`config.mk`:
```
export PLATFORM = sky130hd
export DESIGN_NAME = pipeline_ctrl
export DESIGN_NICKNAME = d
export VERILOG_FILES = /design/src/rtl/rv32i_types.sv /design/src/rtl/pipeline_ctrl_perf_counter.sv /design/src/rtl/pipeline_ctrl.sv
export SDC_FILE = /design/constraint.sdc
export NUM_CORES = 1
export LEC_CHECK = 0
export ABC_AREA = 1
export CORE_UTILIZATION = 54
export DETAILED_ROUTE_END_ITERATION = 8
export PLACE_DENSITY = 0.9
export SYNTH_ARGS = -nofsm -noshare
export SYNTH_HDL_FRONTEND = slang
export SYNTH_SLANG_ARGS = --single-unit
export TNS_END_PERCENT = 5
```
`constraint.sdc`:
```
create_clock -name clk -period 2.66 [get_ports clk]
set_input_delay 0.266 -clock clk [delete_from_list [all_inputs] [get_ports clk]]
set_output_delay 0.266 -clock clk [all_outputs]
set_load 0.02 [all_outputs]
```
`src/rtl/rv32i_types.sv`:
```
// Shared RV32I pipeline types: the pipeline control FSM state and a bundle of
// the per-stage register load enables.
// Latency: n/a (types only). Backpressure: n/a.
package rv32i_types;

    // Stall/flush sequencer state: RUN while memory keeps up, MEM_WAIT while an
    // instruction or data response is still outstanding.
    typedef enum logic {
        PC_RUN,
        PC_MEM_WAIT
    } pipe_ctrl_state_t;

    // Load enables for the PC and the four inter-stage pipeline registers.
    typedef struct packed {
        logic pc;
        logic if_id;
        logic id_ex;
        logic ex_mem;
        logic mem_wb;
    } pipe_en_t;

    // Nothing moves: memory stall or reset.
    localparam pipe_en_t PIPE_EN_NONE = '{
        pc: 1'b0, if_id: 1'b0, id_ex: 1'b0, ex_mem: 1'b0, mem_wb: 1'b0
    };

    // Every register advances: normal flow and branch redirects.
    localparam pipe_en_t PIPE_EN_ALL = '{
        pc: 1'b1, if_id: 1'b1, id_ex: 1'b1, ex_mem: 1'b1, mem_wb: 1'b1
    };

    // Load-use bubble: front end (PC, IF/ID) holds, back end drains while
    // ID/EX takes a bubble.
    localparam pipe_en_t PIPE_EN_BUBBLE = '{
        pc: 1'b0, if_id: 1'b0, id_ex: 1'b1, ex_mem: 1'b1, mem_wb: 1'b1
    };

endpackage

```
`src/rtl/pipeline_ctrl_perf_counter.sv`:
```
// Saturating event counter with synchronous clear (clear beats increment).
// Latency: count visible the cycle after inc/clr. Backpressure: none; sticks at all-ones.
// Ports: clk, rst (async, active-high), inc (count this cycle), clr (zero next
// cycle), cnt (current value).
module perf_counter #(
    parameter int CNT_WIDTH = 32
) (
    input  logic                 clk,
    input  logic                 rst,
    input  logic                 inc,
    input  logic                 clr,
    output logic [CNT_WIDTH-1:0] cnt
);

    localparam logic [CNT_WIDTH-1:0] CNT_ONE = {{(CNT_WIDTH-1){1'b0}}, 1'b1};
    localparam logic [CNT_WIDTH-1:0] CNT_MAX = {CNT_WIDTH{1'b1}};

    always_ff @(posedge clk or posedge rst) begin
        if (rst) begin
            cnt <= '0;
        end else if (clr) begin
            cnt <= '0;
        end else if (inc && (cnt != CNT_MAX)) begin
            cnt <= cnt + CNT_ONE;
        end
    end

endmodule

```
`src/rtl/pipeline_ctrl.sv`:
```
// Stall/flush sequencer for the 5-stage RV32I pipeline: register enables, bubbles, perf counters.
// Latency: load_*/flush_* are combinational (0 cycles); stall_active and counters are registered.
// Backpressure: any outstanding imem/dmem response freezes every stage until both sides are done.
//
// Ports:
//   clk, rst                 clock, asynchronous active-high reset
//   imem_read / imem_resp    fetch request outstanding / instruction response pulse
//   dmem_access / dmem_resp  MEM-stage request outstanding / data response pulse
//   load_use, br_taken       hazard inputs from ID/EX and EX
//   counter_clr              synchronous clear of both performance counters
//   load_*                   PC and pipeline register load enables
//   flush_if_id, flush_id_ex insert NOP/bubble into IF/ID and ID/EX
//   stall_active             FSM is in MEM_WAIT
//   stall_cycles             cycles where the pipeline did not fully advance
//   flush_count              taken-branch flush events
module pipeline_ctrl
    import rv32i_types::*;
#(
    parameter int CNT_WIDTH = 32
) (
    input  logic                 clk,
    input  logic                 rst,
    input  logic                 imem_read,
    input  logic                 imem_resp,
    input  logic                 dmem_access,
    input  logic                 dmem_resp,
    input  logic                 load_use,
    input  logic                 br_taken,
    input  logic                 counter_clr,
    output logic                 load_pc,
    output logic                 load_if_id,
    output logic                 load_id_ex,
    output logic                 load_ex_mem,
    output logic                 load_mem_wb,
    output logic                 flush_if_id,
    output logic                 flush_id_ex,
    output logic                 stall_active,
    output logic [CNT_WIDTH-1:0] stall_cycles,
    output logic [CNT_WIDTH-1:0] flush_count
);

    pipe_ctrl_state_t state;

    // A response that arrives while the other side is still pending is
    // remembered here, because the response itself is only a one-cycle pulse.
    logic i_done;
    logic d_done;

    logic i_ok;
    logic d_ok;
    logic mem_ok;

    pipe_en_t en;
    logic     flush_if_id_c;
    logic     flush_id_ex_c;
    logic     stall_inc;
    logic     flush_inc;

    assign i_ok   = !imem_read   || imem_resp || i_done;
    assign d_ok   = !dmem_access || dmem_resp || d_done;
    assign mem_ok = i_ok && d_ok;

    // Hazard priority decode. A memory stall freezes everything, including a
    // pending branch, so the redirect happens exactly once when memory is
    // ready. A branch outranks load-use because the dependent instruction is
    // squashed by the flush anyway.
    always_comb begin
        en            = PIPE_EN_NONE;
        flush_if_id_c = 1'b0;
        flush_id_ex_c = 1'b0;
        stall_inc     = 1'b0;
        flush_inc     = 1'b0;
        if (rst) begin
            // Hold every register and count nothing while in reset.
            en = PIPE_EN_NONE;
        end else if (!mem_ok) begin
            stall_inc = 1'b1;
        end else if (br_taken) begin
            en            = PIPE_EN_ALL;
            flush_if_id_c = 1'b1;
            flush_id_ex_c = 1'b1;
            flush_inc     = 1'b1;
        end else if (load_use) begin
            en            = PIPE_EN_BUBBLE;
            flush_id_ex_c = 1'b1;
            stall_inc     = 1'b1;
        end else begin
            en = PIPE_EN_ALL;
        end
    end

    assign load_pc     = en.pc;
    assign load_if_id  = en.if_id;
    assign load_id_ex  = en.id_ex;
    assign load_ex_mem = en.ex_mem;
    assign load_mem_wb = en.mem_wb;
    assign flush_if_id = flush_if_id_c;
    assign flush_id_ex = flush_id_ex_c;

    // Memory-wait FSM. The done flags live only for the duration of one stall:
    // they clear on the cycle the pipeline advances, so a later request never
    // sees a stale completion.
    always_ff @(posedge clk or posedge rst) begin
        if (rst) begin
            state        <= PC_RUN;
            i_done       <= 1'b0;
            d_done       <= 1'b0;
            stall_active <= 1'b0;
        end else if (mem_ok) begin
            state        <= PC_RUN;
            i_done       <= 1'b0;
            d_done       <= 1'b0;
            stall_active <= 1'b0;
        end else begin
            state        <= PC_MEM_WAIT;
            stall_active <= 1'b1;
            if (imem_resp) begin
                i_done <= 1'b1;
            end
            if (dmem_resp) begin
                d_done <= 1'b1;
            end
        end
    end

    perf_counter #(
        .CNT_WIDTH(CNT_WIDTH)
    ) u_stall_cnt (
        .clk (clk),
        .rst (rst),
        .inc (stall_inc),
        .clr (counter_clr),
        .cnt (stall_cycles)
    );

    perf_counter #(
        .CNT_WIDTH(CNT_WIDTH)
    ) u_flush_cnt (
        .clk (clk),
        .rst (rst),
        .inc (flush_inc),
        .clr (counter_clr),
        .cnt (flush_count)
    );

endmodule

```
# Yosys cells after proc, flatten, opt, wreduce, memory -nomap -nowiden
# Index checks and enable logic that the tools add are counted.
# word_totals
output_inout_bits	72
ff_bits	67
in_bits	9
# classes
n_addsub	2
n_mux	23
eq_ne	2
n_reduce_logical	13
# ops
op	n
32-bit 2-to-1 mux	4
32-bit by 1-bit adder with 32-bit output, second input constant	2
32-bit inequality test, second input constant	2
5-bit 2-to-1 mux	4
1-bit 2-to-1 mux	15
2-bit nonzero test	4
1-bit logical OR	4
1-bit logical AND	3
1-bit zero test	2

# Logic depth before layout (Yosys ltp)
# logic_depth
depth_word	9
mapped_depth	12

# Modules after synthesis
# A second synthesis with hierarchy kept.
# unflattened
hier_cells	746
area_unflattened_um2	4747.1
# modules_own_cells
module	area_per_inst_um2	cells_each	seq_area_each_um2	n_inst
perf_counter	2274.7	360	800.8	2
pipeline_ctrl	197.7	26	75.1	1

# Worst setup path after synthesis
# No wires, ideal clock.
# synth_path
path_kind	input-to-reg
startpoint	in rst
endpoint	reg u_stall_cnt.cnt[19]
path_buffers	1
t_arrival_ns	2.454
setup_ns	0.118
path_stages	9
slack_ns	0.088
path_cell_list	inv_1 > nand2_1 > inv_1 > nand2_4 > nand2_4 > inv_4 > buf_6 > nand2_1 > nand2_1
# synth_between
elab_chain_cells	3
# synth_rtl
item	line_no	text
start, declared	pipeline_ctrl.sv:22	input logic rst,
1-bit 2-to-1 mux	pipeline_ctrl.sv:73	if (rst) begin
1-bit logical AND	pipeline_ctrl_perf_counter.sv:23	end else if (inc && (cnt != CNT_MAX)) begin
2-bit nonzero test (no source line)	n/a	
end signal, assigned	pipeline_ctrl_perf_counter.sv:24	cnt <= cnt + CNT_ONE;
end, declared	pipeline_ctrl_perf_counter.sv:12	output logic [CNT_WIDTH-1:0] cnt
# No other way between the ends.
# A chain may end at the register's enable or synchronous reset.

# Worst setup path in the final report
# layout_path
startpoint	in dmem_resp
endpoint	out flush_id_ex
# layout_between
elab_chain_cells	5
# layout_rtl
item	line_no	text
start, declared	pipeline_ctrl.sv:26	input logic dmem_resp,
1-bit logical OR (2 in series)	pipeline_ctrl.sv:60	assign d_ok = !dmem_access || dmem_resp || d_done;
1-bit logical AND	pipeline_ctrl.sv:61	assign mem_ok = i_ok && d_ok;
1-bit 2-to-1 mux	pipeline_ctrl.sv:76	end else if (!mem_ok) begin
1-bit 2-to-1 mux	pipeline_ctrl.sv:73	
end, declared	pipeline_ctrl.sv:36	output logic flush_id_ex,
# No other way between the ends.

==> results.md <==
- Status: completed
- Worst vdd ir: 0.267 mV
- Number of global-route vias before repair: 4,761
- Slack of the critical path: 0.341 ns
- # DRC: 0
- N_diodes: 0
- Slew Limit Fails: 0
- Syn-to-layout area delta: 21.7%
- Tightest Pin Transition: 0.831 ns
- Power Dens Cells: 354 mW/mm2
- Final Instance Count excl. Fillers: 893
- Area of the die: 0.00891 mm2
- Final setup viols: 0
- Max_slew headroom: 44.6%
- Number of synthesis warnings: 0
- Worst EP arrival: 2.05 ns
- Top-count cell post-synth: nand2_1
- PortBufs: 80
- Int Pwr: 1.44 mW
- Top cell type's share of synthesized area: between 30% and 40%
- Worst-path fanout max: 4
- Seq cells post-synth: 67
- Via Count: 4,889
- DP Worst Slack: between 0.3 and 0.4 ns
- Die Y: 94.4 um
- Initial antenna violation count: 0
- Hold Path Origin: imem_resp
- DP Cell Count: a little under 900
- Max Cap Viol: 0
- Critical path class: in -> out
- Synth Flop Type: dfrtp_1
- Fin crit share: slightly below 90%
- I/O pin count: 81
- Total track usage: a little under a third
- Clk sinks: 67
- GPL Wtd Cong: about 0.95
- Pleak: 2.46 nW
- Drt first pass iters: 5
- Hold Fails Final Rpt: 0
- Placement Cell Area: approximately 0.0054 mm2
- Post-CTS setup buffers: 0
- Post-layout minimum cycle time: 2.32 ns
- Largest net degree at the start of global routing: 68
- Worst hold endpoint: i_done
- Reg2reg setup slack: about 0.57 ns
- H-tree Lvls: 3
- Setup TNS: 0 ns
- CP required: 2.39 ns
- Hold bufs inserted after CTS: 0
- Area leader, netlist: dfrtp_1
- DR vias/cell: between 5 and 6
- Starting DRT DRC Count: 278
- Post-synth EDFFs: 0
- Overall power: 1.99 mW
- Post-synthesis sequential area ratio: 36.4%
- Post-cts sizing count: 0
- Synth cell types: 30
- Final #Nets: ~790
- Starting Density: 56.1%
- DP HPWL: 8970 um
- Die X-Extent: 94.4 um
- TritonCTS buffer count: 9
- Gr ovfl total: 0
- Synth Net Count: 718
- Mapped Cells: 707
- Layout cells sized above 1: 5.58%
- Hold depth: 3
- Top cells by area, synth: dfrtp_1, nand2_1, nand3_1
- Sequential share of power: 51.8%
- Average size of a mapped cell: 6.52 um2
- CTS tree: built
- Switching Share: 27.6%
- Combinational Power Share: 8.7%
- Worst setup EP type: output port
- Routed Antenna Nets: 0
- Worst R2R End: u_flush_cnt.cnt[0]
- RR Startpoint: u_flush_cnt.cnt[1]
- Top post-synthesis cells by count: nand2_1, nor2_1, nand3_1
- Clk pwr share: 39.5%
- Net Switching: 549 uW
- Drt total wl: 12,600 um
- Worst Clk Skew: 0.0133 ns
- Unrepaired setup endpoints after global routing: false
- HP Class: in -> reg
- Rows: 33
- First-pass GRT wire length: 21,200 um
- Clock-pin transition on the worst setup and hold timing paths: 0.07 ns
- Root buffer cell: clkbuf_8
- CTS Buffer Depth: 2
- R2R cell count: 9
- Worst Setup Start Kind: input port
- Fmax: roughly 430 MHz
- Clock latency on the worst-skew pair: 0.36 ns
- Post-synthesis async set-or-reset flop share: between 90% and 100%
- Core area: 0.00822 mm2
- WL/cell: between 10 and 15 um
- Synthesized area: 0.00461 mm2
- Post-route cell area: about 0.0056 mm2
-- cell type report --
| class | instances | area [um2] |
|---|---|---|
| clock buffers | 12 | 145 |
| clock inverters | 4 | 26.3 |
| fillers | 709 | 2610 |
| inverters | 67 | 254 |
| multi-input cells | 553 | 2540 |
| flip-flops and latches | 67 | 1680 |
| well taps | 105 | 131 |
| repair buffers | 85 | 838 |
-- metrics by stage --
| stage | utilization (%) | hold WS [ns] |
|---|---|---|
| CTS | 68.3 | 0.501 |
| finish | 68.3 | 0.524 |
| detailed placement | 66.2 | 0.528 |
| floorplan | - | 0.410 |
| global route | 68.3 | 0.542 |
| global placement | 66.2 | 0.516 |
-- flip-flops by register name (all words and copies together) (netlist names) --
signal and flops:
u_flush_cnt.cnt 32, i_done 1, stall_active 1, u_stall_cnt.cnt 32, d_done 1
-- layout by cell type (no fill, tap or decap) --
| cell type | n |
|---|---|
| nand2_1 | 267 |
| nor2_1 | 99 |
| nand3_1 | 81 |
| clkdlybuf4s50_1 | 80 |
| dfrtp_1 | 67 |
| inv_1 | 65 |
| o21ai_0 | 28 |
| xor2_1 | 15 |
| clkbuf_8 | 10 |
| nor2_2 | 9 |
| xnor2_1 | 9 |
| a21oi_1 | 7 |
| o21ai_1 | 7 |
| nand2_4 | 6 |
| o21bai_1 | 6 |
| nand4_1 | 5 |
| buf_4 | 5 |
| nand2_2 | 3 |
| nor2_4 | 2 |
| nor3_1 | 2 |
| ha_1 | 2 |
| clkbuf_1 | 2 |
| clkinv_2 | 2 |
| nor2_8 | 1 |
| inv_2 | 1 |
| inv_4 | 1 |
| nor3_4 | 1 |
| mux2i_1 | 1 |
| o21a_1 | 1 |
| or2_2 | 1 |
| clkinv_4 | 1 |
| clkinvlp_4 | 1 |
-- critical path, cell delays in order --
cell	delay (ns)
clkdlybuf4s50_1	0.47
inv_1	0.07
nand3_1	0.12
nand2_1	0.14
nor2_1	0.23
o21a_1	0.16
clkdlybuf4s50_1	0.60
-- logic make-up after synthesis --
group	count (synthesis)	synth area share, %
AND/OR/NAND/NOR	477	44.0
buffers and inverters	87	8.58
flip-flops	67	36.4
AO/OA/AOI/OAI	49	5.70
XOR/XNOR	24	4.56
adder cells (fa/ha/maj)	2	0.543
multiplexers	1	0.217
-- how the worst max path moves through the flow --
stage | start | to | slack [ns] | cells after the start
2_1_floorplan | rst | u_stall_cnt.cnt[19] | 0.09 | 9
3_3_place_gp | imem_resp | flush_if_id | 0.46 | 6
3_5_place_dp | dmem_resp | flush_id_ex | 0.36 | 7
4_1_cts | dmem_resp | flush_id_ex | 0.35 | 7
5_1_grt | imem_resp | flush_id_ex | 0.20 | 7
6_report | dmem_resp | flush_id_ex | 0.34 | 7
-- power by group through the flow --
stage | logic (mW) | registers, mW | clock network (mW)
floorplan | 0.112 | 1.06 | 0
global placement | 0.170 | 1.05 | 0
detailed placement | 0.172 | 1.05 | 0
CTS | 0.173 | 1.03 | 0.784
global route | 0.186 | 1.03 | 0.829
finish | 0.172 | 1.03 | 0.786
-- layer usage --
layer / track usage [%] / vias up / wire length, um
met3: 4.35 / 44 / 852
met5: 0 / - / 0
met4: 16.2 / 0 / 457
met2: 54.4 / 227 / 6320
met1: 35.7 / 2258 / 4950
li1: - / 2360 / -
No activity file was read; power rests on OpenSTA's default activity.
